**config.mk**
```make
export PLATFORM = sky130hd
export DESIGN_NAME = uart_rx_stream
export DESIGN_NICKNAME = d
export VERILOG_FILES = /design/src/rtl/uart_rx_stream.sv
export SDC_FILE = /design/constraint.sdc
export NUM_CORES = 1
export LEC_CHECK = 0
export ABC_AREA = 1
export CORE_MARGIN = 5
export CORE_UTILIZATION = 45
export CTS_CLUSTER_SIZE = 40
export DETAILED_ROUTE_END_ITERATION = 8
export PLACE_DENSITY = 0.66
export SYNTH_ARGS = -nofsm -noshare
export SYNTH_HDL_FRONTEND = slang
export SYNTH_SLANG_ARGS = --single-unit
export TNS_END_PERCENT = 1
```
**constraint.sdc**
```tcl
create_clock -name clk_i -period 1.65 [get_ports clk_i]
set_clock_uncertainty 0.1 [all_clocks]
set_input_delay 0.33 -clock clk_i [delete_from_list [all_inputs] [get_ports clk_i]]
set_output_delay 0.33 -clock clk_i [all_outputs]
set_load 0.01 [all_outputs]
```
**src/rtl/uart_rx_stream.sv**
```systemverilog
// uart_rx_stream
//   UART receiver: asynchronous serial line in, parallel word out on a
//   valid/ready stream. Frame format: one start bit, DATA_AMOUNT data bits
//   sent LSB first, no parity, one stop bit. Each bit is sampled at its centre.
//   A start bit that has gone high again by its centre sample is rejected as a
//   glitch. Framing errors and overruns are each reported as a one-cycle pulse.
//
//   Ports:
//     clk_i        system clock, rising edge
//     rst_ni       asynchronous active-low reset
//     rxd_i        raw serial line, idle high, asynchronous to clk_i
//     data_o       received word, stable while valid_o=1
//     valid_o      data_o holds an unconsumed word
//     ready_i      consumer accepts; a transfer happens when valid_o & ready_i
//     busy_o       frame reception in progress
//     frame_err_o  one-cycle pulse: stop bit sampled low
//     overrun_o    one-cycle pulse: a completed word was dropped because the
//                  holding register was full
module uart_rx_stream #(
  parameter int unsigned CLK_KHZ     = 50000,
  parameter int unsigned BODS        = 9600,
  parameter int unsigned DATA_AMOUNT = 8
) (
  input  logic                   clk_i,
  input  logic                   rst_ni,
  input  logic                   rxd_i,
  output logic [DATA_AMOUNT-1:0] data_o,
  output logic                   valid_o,
  input  logic                   ready_i,
  output logic                   busy_o,
  output logic                   frame_err_o,
  output logic                   overrun_o
);

  localparam int unsigned DIV   = (CLK_KHZ * 1000 + BODS / 2) / BODS;
  localparam int unsigned HALF  = DIV / 2;
  localparam int unsigned CNT_W = $clog2(DIV);
  localparam int unsigned IDX_W = (DATA_AMOUNT > 1) ? $clog2(DATA_AMOUNT) : 1;

  localparam logic [CNT_W-1:0] CNT_FULL = CNT_W'(DIV - 1);
  localparam logic [CNT_W-1:0] CNT_HALF = CNT_W'(HALF - 1);
  localparam logic [IDX_W-1:0] IDX_LAST = IDX_W'(DATA_AMOUNT - 1);

  typedef enum logic [2:0] {
    S_IDLE,
    S_START,
    S_DATA,
    S_STOP,
    S_BREAK
  } state_e;

  logic [1:0]             sync_q, sync_d;
  logic                   rxs;
  state_e                 state_q, state_d;
  logic [CNT_W-1:0]       cnt_q, cnt_d;
  logic [IDX_W-1:0]       idx_q, idx_d;
  logic [DATA_AMOUNT-1:0] shift_q, shift_d;
  logic [DATA_AMOUNT-1:0] data_q, data_d;
  logic                   valid_q, valid_d;
  logic                   ferr_q, ferr_d;
  logic                   ovr_q, ovr_d;
  logic                   tick;
  logic                   word_done;

  // Two-flop synchronizer; rxs is the only view of the line used below.
  always_comb begin
    sync_d = {sync_q[0], rxd_i};
  end

  assign rxs  = sync_q[1];
  assign tick = (cnt_q == '0);

  // Receive FSM. The counter counts down to zero; zero marks a sample point.
  always_comb begin
    state_d   = state_q;
    cnt_d     = cnt_q;
    idx_d     = idx_q;
    shift_d   = shift_q;
    word_done = 1'b0;
    ferr_d    = 1'b0;

    unique case (state_q)
      S_IDLE: begin
        if (!rxs) begin
          cnt_d   = CNT_HALF;
          state_d = S_START;
        end
      end

      S_START: begin
        if (tick) begin
          if (!rxs) begin
            cnt_d   = CNT_FULL;
            idx_d   = '0;
            state_d = S_DATA;
          end else begin
            // Line already back high at the start-bit centre: glitch.
            state_d = S_IDLE;
          end
        end else begin
          cnt_d = cnt_q - CNT_W'(1);
        end
      end

      S_DATA: begin
        if (tick) begin
          shift_d = {rxs, shift_q[DATA_AMOUNT-1:1]};
          cnt_d   = CNT_FULL;
          if (idx_q == IDX_LAST) begin
            state_d = S_STOP;
          end else begin
            idx_d = idx_q + IDX_W'(1);
          end
        end else begin
          cnt_d = cnt_q - CNT_W'(1);
        end
      end

      S_STOP: begin
        if (tick) begin
          if (rxs) begin
            word_done = 1'b1;
            state_d   = S_IDLE;
          end else begin
            ferr_d  = 1'b1;
            state_d = S_BREAK;
          end
        end else begin
          cnt_d = cnt_q - CNT_W'(1);
        end
      end

      S_BREAK: begin
        // A line held low must return high before a new start can be seen.
        if (rxs) begin
          state_d = S_IDLE;
        end
      end

      default: begin
        state_d = S_IDLE;
      end
    endcase
  end

  // Holding register. A consumer accepting in the completion cycle frees the
  // slot in time, so the new word is loaded instead of being counted as lost.
  always_comb begin
    data_d  = data_q;
    valid_d = valid_q;
    ovr_d   = 1'b0;

    if (word_done) begin
      if (!valid_q || ready_i) begin
        data_d  = shift_q;
        valid_d = 1'b1;
      end else begin
        ovr_d = 1'b1;
      end
    end else if (valid_q && ready_i) begin
      valid_d = 1'b0;
    end
  end

  always_ff @(posedge clk_i or negedge rst_ni) begin
    if (!rst_ni) begin
      sync_q  <= '1;
      state_q <= S_IDLE;
      cnt_q   <= '0;
      idx_q   <= '0;
      shift_q <= '0;
      data_q  <= '0;
      valid_q <= 1'b0;
      ferr_q  <= 1'b0;
      ovr_q   <= 1'b0;
    end else begin
      sync_q  <= sync_d;
      state_q <= state_d;
      cnt_q   <= cnt_d;
      idx_q   <= idx_d;
      shift_q <= shift_d;
      data_q  <= data_d;
      valid_q <= valid_d;
      ferr_q  <= ferr_d;
      ovr_q   <= ovr_d;
    end
  end

  assign data_o      = data_q;
  assign valid_o     = valid_q;
  assign busy_o      = (state_q != S_IDLE);
  assign frame_err_o = ferr_q;
  assign overrun_o   = ovr_q;

endmodule

```
==> flow_summary.toml, run 1 <==
[synthesis]
syn_area_per_cell_sq_um = 8.25
ys_types = 27
synthTopCellsByCount = "nand2_1 (68), dfrtp_1 (38), inv_1 (29)"
yosys-top-cells-area = "dfrtp_1 (44%), nand2_1 (12%), inv_1 (5.1%)"
postSynthCellCount = 260
synthFlopType = "dfrtp_1"
yosysTopAreaCellShare = 0.443
ys_ff_latch = 40
yosysWarnings = 0
netlist_area_sq_mm = 0.00215
yosys.area.top_type = "dfrtp_1"
syn_nets = 268
synth_edf_count = 0
async_flop_share = 1.00
yosysMostFrequentCell = "nand2_1"
yosysSeqAreaShare = 0.468

[detailed_routing]
antenna_left = 0
drc_errors = 0
wl_microns = 4620
routed_via_density = 4.97
dr.pass1.iters = 4
drt_first_iter_violations = 84
vias = 1793
wl_per_cell_microns = 12.8

[place]
portBuffers = 15
dp_hpwl_microns = 3220
globalplace.congestion = 0.857
dp.cells = 344

[setup_path]
required_ps = 1740
r2r_start = "cnt_q[10]$_DFFE_PN0P_"
r2r_slack_ps = 40
crit_type = "flop to flop"
cp-end-kind = "flop"
cp.arrival_ps = 1700
reg2reg_to = "cnt_q[3]$_DFFE_PN0P_"
cp-start-kind = "flop"
crit_fanout = 6
crit_path_start = "cnt_q[10]$_DFFE_PN0P_"
reg2reg_depth = 8

[timing]
fmax_mhz = 622
finalSetupViolations = 0
rsz0062_at_grt = "yes"
slew_headroom = 0.815
tightest_slew_ps = 276
period_minus_slack_ps = 1610
finalHoldViolations = 0
whs_ps = 260
drv_slew = 0
finalCritPeriodShare = 0.974

[die]
die_area_sq_mm = 0.00625
boundaryPins = 16
chipWidth_microns = 79.1
core-area_sq_mm = 0.00466
die_height_microns = 79.1
initial_core_util = 0.460
rows = 25

[grt]
grt.total_usage = 0.162
grt_pass1_vias = 1817
grt.overflow.total = 0
grt_max_degree = 41
antenna_found_initial = 0
grt_pass1_wl_microns = 8080

[power]
power.leakage_nw = 1.49
powerDensity_mw_per_mm2 = 667
p_total_mw = 1.85
ir_drop_mv = 0.504

[hold_path]
hold_class = "flop to flop"
hold_end = "sync_q[1]$_DFF_PN1_"
worstHoldPathCells = 0
hold_start = "sync_q[0]$_DFF_PN1_"

[clock_tree]
numCtsBuffers = 5
htreeDepth = 2
clock_latency_ps = 290
clock_sinks = 40
clock_path_buffers = 2
cts_tree = "yes"
clockRootBuffer = "clkbuf_8"
path_clk_slew_ps = 80

[final_layout]
fin_nets = 314
final_cells = 361
fill_cells = 419
drive_gt1_frac = 0.280
diodes = 0
area_growth_pct = 29.4

[run]
drv_cap = 0

[outcome]
status = "finished, final reports clean"
## cell families (layout without fill, tap and decap cells)
group           count (synthesis)  in the layout  share of synthesized area
xor+xnor                        5              5                     0.0204
flops                          40             40                      0.468
buf+inv                        38             83                     0.0770
simple gates                  136            138                      0.305
fa+ha+maj                       4              4                     0.0233
compound gates                 37             37                      0.107
## layer usage
layer | GRT usage | vias up | share of wire
li1 | - | 915 | -
met1 | 0.205 | 840 | 0.46
met2 | 0.274 | 29 | 0.49
met3 | 0.0351 | 9 | 0.032
met4 | 0.0567 | 0 | 0.018
met5 | 0 | - | 0
## worst max-delay path: stages (launching register included)
cell and delay [ps]:
dfrtp_1 420, nor2_1 140, nand2_2 150, nor2_4 200, nand3_4 170, nand2_8 130
inv_1 70, nor2_1 80, nor2_1 50
## placed cells by master (no fill, tap or decap), types with 2 or more instances in the layout
master,instances
nand3_1,18
nand2_2,6
dfrtp_1,38
nand2_1,67
dlymetal6s2s_1,8
clkbuf_8,5
inv_2,7
ha_2,2
inv_1,27
nor2_1,21
a21oi_1,6
dfstp_2,2
xor2_1,3
xnor2_1,2
nand4_1,2
buf_4,22
nand2_4,3
o21ai_1,6
o21ai_2,10
nor2_2,4
nor2_4,8
ha_1,2
o21ai_0,12
clkdlybuf4s50_1,4
buf_12,2
nand3_2,4
## stage by stage
stage                     instance area, sq um  setup TNS, ps   util  setup WS, ps
final                                     2780              0  0.596          42.8
after global routing                      2780           -699  0.596         -58.7
after CTS                                 2630          -3.03  0.563         -3.03
after detailed placement                  2480          -41.9  0.533         -20.2
after global placement                    2480          -53.0  0.533         -31.1
after floorplan                           2150              0      -          18.8
## area by class of cell
type / instances / area [sq um] / area share
multi-input combinational: 184 / 1080 / 0.388
sequential: 40 / 1000 / 0.361
clock inverter: 3 / 46.3 / 0.0167
clock buffer: 5 / 68.8 / 0.0248
timing repair buffer: 40 / 379 / 0.137
inverter: 35 / 134 / 0.0482
tap: 54 / 67.6 / 0.0243
## flip-flops by register name, summed over array words and instances (netlist names)
signal       count
cnt_q           13
data_o           8
frame_err_o      1
idx_q            3
overrun_o        1
shift_q          8
state_q          3
sync_q           2
valid_o          1
## power by group
group / internal (mW) / total, mW / switching, mW / leakage, nW
combinational: 0.0172 / 0.0457 / 0.0284 / 0.939
sequential: 0.984 / 0.985 / 0.000895 / 0.500
clock: 0.456 / 0.821 / 0.365 / 0.0548
total: 1.46 / 1.85 / 0.394 / 1.49
## repair_timing
action | CTS | global route
setup buffers | 0 | 6
pin swaps | 1 | 8
hold buffers | 1 | 0
gates cloned | 0 | 2
endpoints found under the hold margin | 38 | 0
resized for setup | 6 | 26
endpoints found under the setup margin | 12 | 42
## worst max path at each step
| stage | to |
|---|---|
| 3_5_place_dp | cnt_q[10]$_DFFE_PN0P_ |
| 3_3_place_gp | cnt_q[6]$_DFFE_PN0P_ |
| 2_1_floorplan | cnt_q[0]$_DFFE_PN0P_ |
| 5_1_grt | idx_q[0]$_DFFE_PN0P_ |
| 4_1_cts | idx_q[0]$_DFFE_PN0P_ |
| 6_report | cnt_q[3]$_DFFE_PN0P_ |
Power figures use the tool's default switching activity.
==> run 2, diff against run 1 <==
--- a/config.mk
+++ b/config.mk
@@ -8,7 +8,7 @@
 export ABC_AREA = 1
 export CORE_MARGIN = 5
 export CORE_UTILIZATION = 45
-export CTS_CLUSTER_SIZE = 40
+export CTS_CLUSTER_SIZE = 30
 export DETAILED_ROUTE_END_ITERATION = 8
 export PLACE_DENSITY = 0.66
 export SYNTH_ARGS = -nofsm -noshare
==> results of run 2 <==
Same layout as run 1: the final DEF is identical, and so are final timing and power.
